### config.mk
export PLATFORM = sky130hd
export DESIGN_NAME = pipe_stage_skid_flat
export DESIGN_NICKNAME = d
export VERILOG_FILES = /design/src/rtl/pipe_stage_skid_if.sv /design/src/rtl/pipe_stage_skid.sv /design/src/flat_wrapper.sv
export SDC_FILE = /design/constraint.sdc
export NUM_CORES = 1
export LEC_CHECK = 0
export ABC_AREA = 1
export ABC_CLOCK_PERIOD_IN_PS = 5150
export BUFFER_PORTS_ARGS = -buffer_cell sky130_fd_sc_hd__buf_2
export CAP_MARGIN = 20
export CORE_MARGIN = 2
export CORE_UTILIZATION = 40
export DETAILED_ROUTE_END_ITERATION = 10
export MAX_ROUTING_LAYER = met4
export PLACE_DENSITY = 0.61
export SETUP_SLACK_MARGIN = 0.3
export SLEW_MARGIN = 5
export SYNTH_ARGS = -nofsm -noshare
export SYNTH_HDL_FRONTEND = slang
export SYNTH_SLANG_ARGS = --single-unit
### constraint.sdc
create_clock -name clk -period 5.15 [get_ports clk]
set_input_delay 0.515 -clock clk [delete_from_list [all_inputs] [get_ports clk]]
set_output_delay 0.515 -clock clk [all_outputs]
set_load 0.005 [all_outputs]
### src/rtl/pipe_stage_skid_if.sv
// Handshake bundle for one pipeline-stage boundary.
// The upstream producer pushes on the in_* side and the downstream consumer
// pops on the out_* side. The stage itself connects through the slave modport.
// The driving environment connects through the master modport.
interface pipe_stage_skid_if #(
  parameter int CTRL_W = 2,
  parameter int DATA_W = 69
);
  logic              in_valid;
  logic              in_ready;
  logic [CTRL_W-1:0] in_ctrl;
  logic [DATA_W-1:0] in_data;

  logic              out_valid;
  logic              out_ready;
  logic [CTRL_W-1:0] out_ctrl;
  logic [DATA_W-1:0] out_data;

  // Environment side: produces entries and consumes the head.
  modport master (
    output in_valid, in_ctrl, in_data, out_ready,
    input  in_ready, out_valid, out_ctrl, out_data
  );

  // Stage side: accepts entries and presents the head.
  modport slave (
    input  in_valid, in_ctrl, in_data, out_ready,
    output in_ready, out_valid, out_ctrl, out_data
  );
endinterface

### src/rtl/pipe_stage_skid.sv
// Generic inter-stage pipeline register with valid/ready flow control.
// SKID=1 builds a main slot plus a skid slot, so in_ready can come straight
// from a flop and is cut off from out_ready.
// SKID=0 builds a single slot whose in_ready depends combinationally on
// out_ready.
// Control bits and payload are forced to zero whenever the head slot is
// empty. This means a write-enable can never leak out of a bubble or out of
// a flushed entry.
module pipe_stage_skid #(
  parameter int CTRL_W = 2,
  parameter int DATA_W = 69,
  parameter bit SKID   = 1'b1
) (
  input  logic                clk,
  input  logic                reset,
  input  logic                flush,
  pipe_stage_skid_if.slave    bus,
  output logic [1:0]          occupancy
);

  // Head slot, shared by both build variants.
  logic              main_valid_reg;
  logic [CTRL_W-1:0] main_ctrl_reg;
  logic [DATA_W-1:0] main_data_reg;

  logic              push;
  logic              pop;

  // Handshakes complete only when both sides agree in the same cycle.
  assign push = bus.in_valid & bus.in_ready;
  assign pop  = main_valid_reg & bus.out_ready;

  generate
    if (SKID) begin : g_skid
      logic              skid_valid_reg;
      logic [CTRL_W-1:0] skid_ctrl_reg;
      logic [DATA_W-1:0] skid_data_reg;
      logic              in_ready_reg;
      logic              skid_valid_next;

      // The skid slot fills only when the head is busy and does not drain
      // this cycle. Any pop empties the skid slot, because its entry moves
      // into the head.
      always_comb begin
        skid_valid_next = skid_valid_reg;
        if (flush) begin
          skid_valid_next = 1'b0;
        end else if (pop) begin
          skid_valid_next = 1'b0;
        end else if (push && main_valid_reg) begin
          skid_valid_next = 1'b1;
        end
      end

      // Head and skid slot update; in_ready is registered from the next
      // skid state.
      always_ff @(posedge clk or posedge reset) begin
        if (reset) begin
          main_valid_reg <= 1'b0;
          main_ctrl_reg  <= '0;
          main_data_reg  <= '0;
          skid_valid_reg <= 1'b0;
          skid_ctrl_reg  <= '0;
          skid_data_reg  <= '0;
          in_ready_reg   <= 1'b0;
        end else begin
          skid_valid_reg <= skid_valid_next;
          in_ready_reg   <= !skid_valid_next;
          if (flush) begin
            main_valid_reg <= 1'b0;
          end else begin
            // The head refills whenever it is empty or being consumed.
            // The older skid entry always wins over a fresh push, which
            // keeps the stream in order.
            if (!main_valid_reg || pop) begin
              if (skid_valid_reg) begin
                main_valid_reg <= 1'b1;
                main_ctrl_reg  <= skid_ctrl_reg;
                main_data_reg  <= skid_data_reg;
              end else if (push) begin
                main_valid_reg <= 1'b1;
                main_ctrl_reg  <= bus.in_ctrl;
                main_data_reg  <= bus.in_data;
              end else begin
                main_valid_reg <= 1'b0;
              end
            end
            // A push that cannot reach the head is parked in the skid slot.
            if (push && main_valid_reg && !pop) begin
              skid_ctrl_reg <= bus.in_ctrl;
              skid_data_reg <= bus.in_data;
            end
          end
        end
      end

      assign bus.in_ready = in_ready_reg;
      assign occupancy    = {1'b0, main_valid_reg} + {1'b0, skid_valid_reg};
    end else begin : g_single
      // Space is available when the slot is empty or is being drained this
      // cycle. Reset holds the stage closed.
      assign bus.in_ready = !reset && (!main_valid_reg || bus.out_ready);

      // Single-slot update: a push, including push-with-pop, overwrites the
      // slot. A lone pop empties it.
      always_ff @(posedge clk or posedge reset) begin
        if (reset) begin
          main_valid_reg <= 1'b0;
          main_ctrl_reg  <= '0;
          main_data_reg  <= '0;
        end else if (flush) begin
          main_valid_reg <= 1'b0;
        end else if (push) begin
          main_valid_reg <= 1'b1;
          main_ctrl_reg  <= bus.in_ctrl;
          main_data_reg  <= bus.in_data;
        end else if (pop) begin
          main_valid_reg <= 1'b0;
        end
      end

      assign occupancy = {1'b0, main_valid_reg};
    end
  endgenerate

  // Bubble-safe outputs: every control and payload bit is masked by the
  // head valid.
  logic [CTRL_W-1:0] ctrl_gated;
  logic [DATA_W-1:0] data_gated;

  genvar gi;
  generate
    for (gi = 0; gi < CTRL_W; gi++) begin : g_ctrl_gate
      assign ctrl_gated[gi] = main_ctrl_reg[gi] & main_valid_reg;
    end
    for (gi = 0; gi < DATA_W; gi++) begin : g_data_gate
      assign data_gated[gi] = main_data_reg[gi] & main_valid_reg;
    end
  endgenerate

  assign bus.out_valid = main_valid_reg;
  assign bus.out_ctrl  = ctrl_gated;
  assign bus.out_data  = data_gated;

endmodule

### src/flat_wrapper.sv
// flat-port wrapper written by rule: the top's interface ports become plain ports
module pipe_stage_skid_flat 
#(
  parameter int CTRL_W = 2,
  parameter int DATA_W = 69,
  parameter bit SKID   = 1'b1
)
  (clk, reset, flush, occupancy, bus_in_valid, bus_in_ctrl, bus_in_data, bus_out_ready, bus_in_ready, bus_out_valid, bus_out_ctrl, bus_out_data);
  pipe_stage_skid_if #(.CTRL_W(CTRL_W), .DATA_W(DATA_W)) bus_i ();
  input  logic clk;
  input  logic reset;
  input  logic flush;
  output logic [1:0] occupancy;
  input wire logic [$bits(bus_i.in_valid)-1:0] bus_in_valid;
  input wire logic [$bits(bus_i.in_ctrl)-1:0] bus_in_ctrl;
  input wire logic [$bits(bus_i.in_data)-1:0] bus_in_data;
  input wire logic [$bits(bus_i.out_ready)-1:0] bus_out_ready;
  output wire logic [$bits(bus_i.in_ready)-1:0] bus_in_ready;
  output wire logic [$bits(bus_i.out_valid)-1:0] bus_out_valid;
  output wire logic [$bits(bus_i.out_ctrl)-1:0] bus_out_ctrl;
  output wire logic [$bits(bus_i.out_data)-1:0] bus_out_data;
  assign bus_i.in_valid = bus_in_valid;
  assign bus_i.in_ctrl = bus_in_ctrl;
  assign bus_i.in_data = bus_in_data;
  assign bus_i.out_ready = bus_out_ready;
  assign bus_in_ready = bus_i.in_ready;
  assign bus_out_valid = bus_i.out_valid;
  assign bus_out_ctrl = bus_i.out_ctrl;
  assign bus_out_data = bus_i.out_data;
  pipe_stage_skid #(.CTRL_W(CTRL_W), .DATA_W(DATA_W), .SKID(SKID)) u_core (.clk(clk), .reset(reset), .flush(flush), .bus(bus_i), .occupancy(occupancy));
endmodule
# --- After elaboration in Yosys (flattened, before gate mapping) ---
# Cells that the tools add are included.
word_totals:
  register_bits: 145
  elab_cells: 103
op_classes:
  add_sub_neg: 1
  mux: 11
  n_bitwise: 74
  n_reduce_logical: 10
ops:
  columns: ["operator", "n"]
  rows:
  - ["69-bit 2-to-1 mux", 2]
  - ["1-bit bitwise AND", 73]
  - ["1-bit 2-to-1 mux", 7]
  - ["2-bit 2-to-1 mux", 2]
  - ["2-bit nonzero test", 2]
  - ["1-bit zero test", 3]
  - ["3-bit AND reduction", 1]
  - ["1-bit by 1-bit adder with 2-bit output", 1]
  - ["1-bit logical AND", 2]
  - ["2-bit AND reduction", 1]
  - ["1-bit logical OR", 1]
  - ["1-bit NOT", 1]

# --- Longest topological paths before layout ---
# Gate-level depths: netlist (run 1).
depth:
  depth_word: 6
  depth_mapped: 7
  mapped_depth_nobuf: 5

# --- Worst setup path after synthesis (run 1) ---
# Ideal clock, no wire load.
synth_path:
  kind: "register -> output"
  startpoint: "register u_core.main_valid_reg, in the netlist u_core.bus.out_valid"
  endpoint: "output bus_out_ctrl[0]"
  t_arrival_ps: 952
  t_required_ps: 4635
  setup_slack_ps: 3683
  stages_incl_launch_ff: 5
  path_cell_list: "dfrtp_1 > buf_6 > clkbuf_1 > nand2_1 > inv_1"
synth_via:
  elab_chain_len: 1
synth_lines:
  columns: ["element", "line", "text"]
  rows:
  - ["start: declaration", "pipe_stage_skid.sv:22", "logic main_valid_reg;"]
  - ["start signal: assignment", "pipe_stage_skid.sv:59", "main_valid_reg <= 1'b0;"]
  - ["start signal: assignment", "pipe_stage_skid.sv:70", "main_valid_reg <= 1'b0;"]
  - ["start signal: assignment", "pipe_stage_skid.sv:77", "main_valid_reg <= 1'b1;"]
  - ["1-bit bitwise AND", "pipe_stage_skid.sv:134", "assign ctrl_gated[gi] = main_ctrl_reg[gi] & main_valid_reg;"]
  - ["end: declaration", "flat_wrapper.sv:20", "output wire logic [$bits(bus_i.out_ctrl)-1:0] bus_out_ctrl;"]
# No other way between the ends.

# --- Final worst setup path (run 1) ---
layout_path:
  startpoint: "register u_core.g_skid.in_ready_reg, in the netlist u_core.bus.in_ready"
  endpoint: "register u_core.g_skid.skid_data_reg[56]"
layout_via:
  elab_chain_len: 4
layout_lines:
  columns: ["element", "line", "text"]
  rows:
  - ["start: declaration", "pipe_stage_skid.sv:38", "logic in_ready_reg;"]
  - ["start signal: assignment", "pipe_stage_skid.sv:68", "in_ready_reg <= !skid_valid_next;"]
  - ["1-bit bitwise AND", "pipe_stage_skid.sv:30", "assign push = bus.in_valid & bus.in_ready;"]
  - ["1-bit logical AND (2 in series)", "pipe_stage_skid.sv:89", "if (push && main_valid_reg && !pop) begin"]
  - ["2-bit AND reduction (no line)", null, null]
  - ["end signal: assignment", "pipe_stage_skid.sv:91", "skid_data_reg <= bus.in_data;"]
  - ["end: declaration", "pipe_stage_skid.sv:37", "logic [DATA_W-1:0] skid_data_reg;"]
# No other way between the ends.
# A chain may end at the register's enable or synchronous reset.

==> flow_summary.ini, run 1 <==
[synth]
synth_ff_type = dfrtp_1
syn_avg_cell_area_um2 = 7.18
synth_seq_cells = 145
async_flop_share_pct = 100
synth.most_common_cell = nand2_1
synth_edf_count = 0
synth_common_cells = nand2_1, dfrtp_1, nand3_1, inv_1, buf_2
yosys-top-cells-area = dfrtp_1, nand2_1, nand3_1, inv_1, buf_6
synthCells = 1012
synth_cell_types = 17
synth_fp_nets = 1089
synth_top_area_cell = dfrtp_1
netlist_area_um2 = 7260
yosysWarnings = 0
yosysTopAreaCellShare_pct = 49.9
synth_seq_area_share_pct = 49.9

[floorplanning]
dieArea_um2 = 19300
io_pins = 151
core-area_um2 = 17900
die_h_um = 139
rows = 49
start_util_pct = 40.6
fp.dieW_um = 139

[clock_tree]
htree_num_levels = 4
cts.sinks = 145
clk_latency_ns = 0.42
clockBufferDepth = 2
clk_pin_slew_ns = 0.06
holdBufCountCts = 0
postCtsSetupRepairBufs = 0
post_cts_resized = 0
clockRootBuffer = clkbuf_16
cts_tree = yes
numCtsBuffers = 17

[final_layout]
drive_gt1_share_pct = 17.7
synthToLayoutAreaGrowth_pct = 19.4
finish.instance_area_um2 = 8670
final_cells = 1366
finalNetCount = 1200

[worst_setup_path]
startpoint_type = flop
arrival_ns = 2.80
crit_path_max_fanout = 72
cp_data_required_time_ns = 5.45
r2r_cells = 6
worst-setup-path-type = reg2reg
end_kind = flop

[timing]
tightestPinTransition_ns = 0.921
fin_ws_ns = 2.65
hold_viol = 0
setup_violations = 0
fin_setup_tns_ns = 0
fmax_mhz = 400
min_period_ns = 2.50
relSlewSlack_pct = 38.6
finalCritPeriodShare_pct = 48.5
fin_skew_ns = 0.0102
drv_slew = 0
rsz0062_at_grt = no

[pwr]
p_leak_nw = 5.46
peakVddDrop_v = 0.000243
report.power.total_mw = 3.46
power_density_nw_per_um2 = 399

[run_status]
outcome = completed

[place]
place_congestion = 0.768
dp_hpwl_um = 11000
io_buffers = 150
pre_cts_ws_ns = 2.40
dp_cells = 1333
dpl_cell_area_um2 = 8000

[run]
drv_cap = 0

[drt]
first_pass_iters = 4
drtIter0Drc = 573
wl_per_cell_um = 13.8
route.antenna.remaining_nets = 0
dr_total_vias = 6455
totalWireLength_um = 18900
drt-vias-per-instance = 4.73
drc = 0

[grt]
grt_pass1_wl_um = 31400
grt_pass1_vias = 6070
grt_max_degree = 101
antenna_found_initial = 1
gr-total-overflow = 0
track_usage_pct = 20.7

[worst_hold_path]
hold_path.class = in2async
==> metrics by stage <==
stage          utilization [%]  hold WS (ns)
5_1_grt                   48.4         0.338
6_report                  48.4         0.300
3_3_place_gp              44.5         0.453
3_5_place_dp              44.7         0.458
4_1_cts                   48.4         0.317
2_1_floorplan                -         0.442
==> placed cells by master, fill, tap and decap left out <==
cell type and n:
a21oi_4 1, buf_16 1, buf_2 150, buf_4 7
bufinv_16 6, clkbuf_1 1, clkbuf_16 17, clkbuf_8 2
clkinv_2 6, dfrtp_1 143, dfrtp_2 2, diode_2 1
ha_1 1, inv_1 73, inv_2 3, inv_4 1
inv_6 1, nand2_1 571, nand2_2 1, nand3_1 143
nand3_4 2, nor2_1 1, nor2_4 1, o21ai_0 2
==> final cells by class <==
type / instances / area [um^2]
Antenna cell: 1 / 2.50
Clock buffer: 20 / 457
Clock inverter: 12 / 210
Fill cell: 1861 / 9230
Inverter: 78 / 300
Multi-Input combinational cell: 723 / 2950
Sequential cell: 145 / 3630
Tap cell: 229 / 287
Timing Repair Buffer: 158 / 831
==> worst paths after layout <==
kind	startpoint	to	slack, ns
min in group clk	bus_in_data[2]	u_core.g_skid.skid_data_reg[2]$_DFFE_PP0P_	0.33
min	reset	u_core.main_data_reg[35]$_DFFE_PP0P_	0.30
max reg2reg	u_core.bus.in_ready$_DFF_PP0_	u_core.g_skid.skid_data_reg[56]$_DFFE_PP0P_	2.65
max	u_core.bus.in_ready$_DFF_PP0_	u_core.g_skid.skid_data_reg[56]$_DFFE_PP0P_	2.65
min reg2reg	u_core.g_skid.skid_data_reg[37]$_DFFE_PP0P_	u_core.g_skid.skid_data_reg[37]$_DFFE_PP0P_	0.47
max in group asynchronous	reset	u_core.bus.out_valid$_DFFE_PP0P_	3.63
==> logic make-up (layout without fill, tap and decap cells) <==
group | count (synthesis) | count (layout) | share of synthesized area [%]
other | 0 | 1 | 0
adders and majority gates | 1 | 1 | 0.172
buffers and inverters | 144 | 268 | 9.63
and+or+nand+nor | 719 | 719 | 39.9
DFF | 145 | 145 | 49.9
AOI/OAI and AO/OA | 3 | 3 | 0.362
==> power by group <==
group / internal, mW / total [mW] / switching (mW)
combinational: 0.201 / 0.534 / 0.333
clock: 0.929 / 1.40 / 0.472
sequential: 1.39 / 1.52 / 0.132
total: 2.52 / 3.46 / 0.937
==> metal layers <==
| layer | track usage [%] | vias to the layer above | part of all wire [%] |
|---|---|---|---|
| li1 | - | 3298 | - |
| met1 | 27.5 | 2983 | 46 |
| met2 | 33.1 | 155 | 48 |
| met3 | 3.21 | 19 | 4.3 |
| met4 | 6.33 | 0 | 1.6 |
| met5 | - | - | 0 |
==> worst max-delay path, stage by stage, from the launching register on <==
cell and delay (ns):
dfrtp_1 0.34, nand2_1 0.09, inv_2 0.05, buf_4 0.63
nand3_4 0.82, nand2_1 0.27, nand2_1 0.09
Note: power is estimated with default switching activity, not from simulation.
==> inputs of run 2 (changes only) <==
ABC_CLOCK_PERIOD_IN_PS = 2400   (was 5150)
clock period = 2.4 ns   (was 5.15 ns; I/O delays follow)
==> flow_summary.ini, run 2 (synthesis gave the netlist of run 1 again) <==
[worst_setup_path]
crit_path_max_fanout = 32
cp_data_required_time_ns = 2.16
worst-setup-path-type = reg2out
arrival_ns = 1.70
startpoint_type = flop
end_kind = primary output

[pwr]
peakVddDrop_v = 0.000529
p_leak_nw = 5.47
report.power.total_mw = 7.12
power_frac_seq_pct = 46.1
combPwrFrac_pct = 16.3
power_density_nw_per_um2 = 819
switching_share_pct = 28.3
pwr-share-clk_pct = 37.7
p_sw_mw = 2.01
p_int_mw = 5.10

[grt]
track_usage_pct = 20.8
grt_pass1_vias = 6173
antenna_found_initial = 1
grt_max_degree = 109
grt_pass1_wl_um = 31400
gr-total-overflow = 0

[drt]
drc = 0
totalWireLength_um = 18800
drt-vias-per-instance = 4.77
dr_total_vias = 6554
first_pass_iters = 5
route.antenna.remaining_nets = 0
wl_per_cell_um = 13.7
drtIter0Drc = 433

[clock_tree]
numCtsBuffers = 17
postCtsSetupRepairBufs = 0
clockRootBuffer = clkbuf_16
htree_num_levels = 4
clk_pin_slew_ns = 0.06
cts_tree = yes
cts.sinks = 145
clk_latency_ns = 0.43
clockBufferDepth = 2

[floorplanning]
io_pins = 151
rows = 49
die_h_um = 139
dieArea_um2 = 19300
fp.dieW_um = 139
start_util_pct = 40.6
core-area_um2 = 17900

[timing]
setup_violations = 0
finalCritPeriodShare_pct = 80.8
rsz0062_at_grt = no
relSlewSlack_pct = 43.6
min_period_ns = 1.94
hold_viol = 0
fin_setup_tns_ns = 0
tightestPinTransition_ns = 0.845
fmax_mhz = 516
fin_skew_ns = 0.00674
drv_slew = 0
fin_ws_ns = 0.461
fin_hold_ws_ns = 0.0578

[final_layout]
fillers = 1883
final_cells = 1374
final_common_cell = nand2_1
synthToLayoutAreaGrowth_pct = 19.6
finalNetCount = 1209
post-route-util_pct = 48.5
drive_gt1_share_pct = 18.3
layout_common_cells = nand2_1, buf_2, nand3_1, dfrtp_1, inv_1
finish.instance_area_um2 = 8690

[place]
dpl_cell_area_um2 = 8080
pre_cts_ws_ns = 0.716
place_congestion = 0.767
io_buffers = 150
dp_cells = 1341
dp_hpwl_um = 11300

[run]
drv_cap = 0

[worst_hold_path]
hold_path.class = in2reg

[run_status]
outcome = completed
[run 2: routing by layer]
layer | share of wire, % | wire length [um] | vias to the layer above | track usage, %
li1 | - | - | 3308 | -
met1 | 45 | 8520 | 3038 | 27.1
met2 | 48 | 8980 | 188 | 32.9
met3 | 5.4 | 1020 | 20 | 3.97
met4 | 1.6 | 309 | 0 | 6.80
met5 | 0 | 0 | - | -
[run 2: power groups by stage]
stage	clock, mW	sequential (mW)	combinational [mW]
6_report	2.68	3.28	1.16
5_1_grt	2.84	3.35	1.37
4_1_cts	2.74	3.27	1.18
3_5_place_dp	0	3.31	1.18
3_3_place_gp	0	3.30	1.16
2_1_floorplan	0	3.24	0.833
[run 2: final timing paths]
check | from | end | slack [ns] | cells after the start
max | u_core.bus.out_valid$_DFFE_PP0P_ | bus_out_data[37] | 0.46 | 5
min | bus_in_data[11] | u_core.g_skid.skid_data_reg[11]$_DFFE_PP0P_ | 0.06 | 3
max reg2reg | u_core.g_skid.skid_valid_reg$_DFF_PP0_ | u_core.main_data_reg[15]$_DFFE_PP0P_ | 0.71 | 6
min reg2reg | u_core.main_data_reg[51]$_DFFE_PP0P_ | u_core.main_data_reg[51]$_DFFE_PP0P_ | 0.47 | 2
max in group asynchronous | reset | u_core.g_skid.skid_valid_reg$_DFF_PP0_ | 1.37 | 4
min in group asynchronous | reset | u_core.main_data_reg[51]$_DFFE_PP0P_ | 0.53 | 4
[run 2: worst max-delay path: stages, from the launching register on]
cell	delay (ns)
dfrtp_2	0.38
buf_4	0.28
buf_6	0.29
nand2_1	0.14
inv_1	0.07
buf_2	0.10
[run 2: what timing repair did]
action,in CTS,in global routing
hold endpoints to repair,2,0
hold buffers,1,0
setup endpoints to repair,0,12
resized for setup,0,1
[run 2: area by class of cell]
class | count | area (um^2) | share of cell area (%)
Timing Repair Buffer | 167 | 922 | 10.6
Inverter | 78 | 299 | 3.44
Sequential cell | 145 | 3630 | 41.8
Tap cell | 229 | 287 | 3.30
Clock buffer | 19 | 453 | 5.21
Clock inverter | 12 | 140 | 1.61
Antenna cell | 1 | 2.50 | 0.0288
Multi-Input combinational cell | 723 | 2950 | 34.0
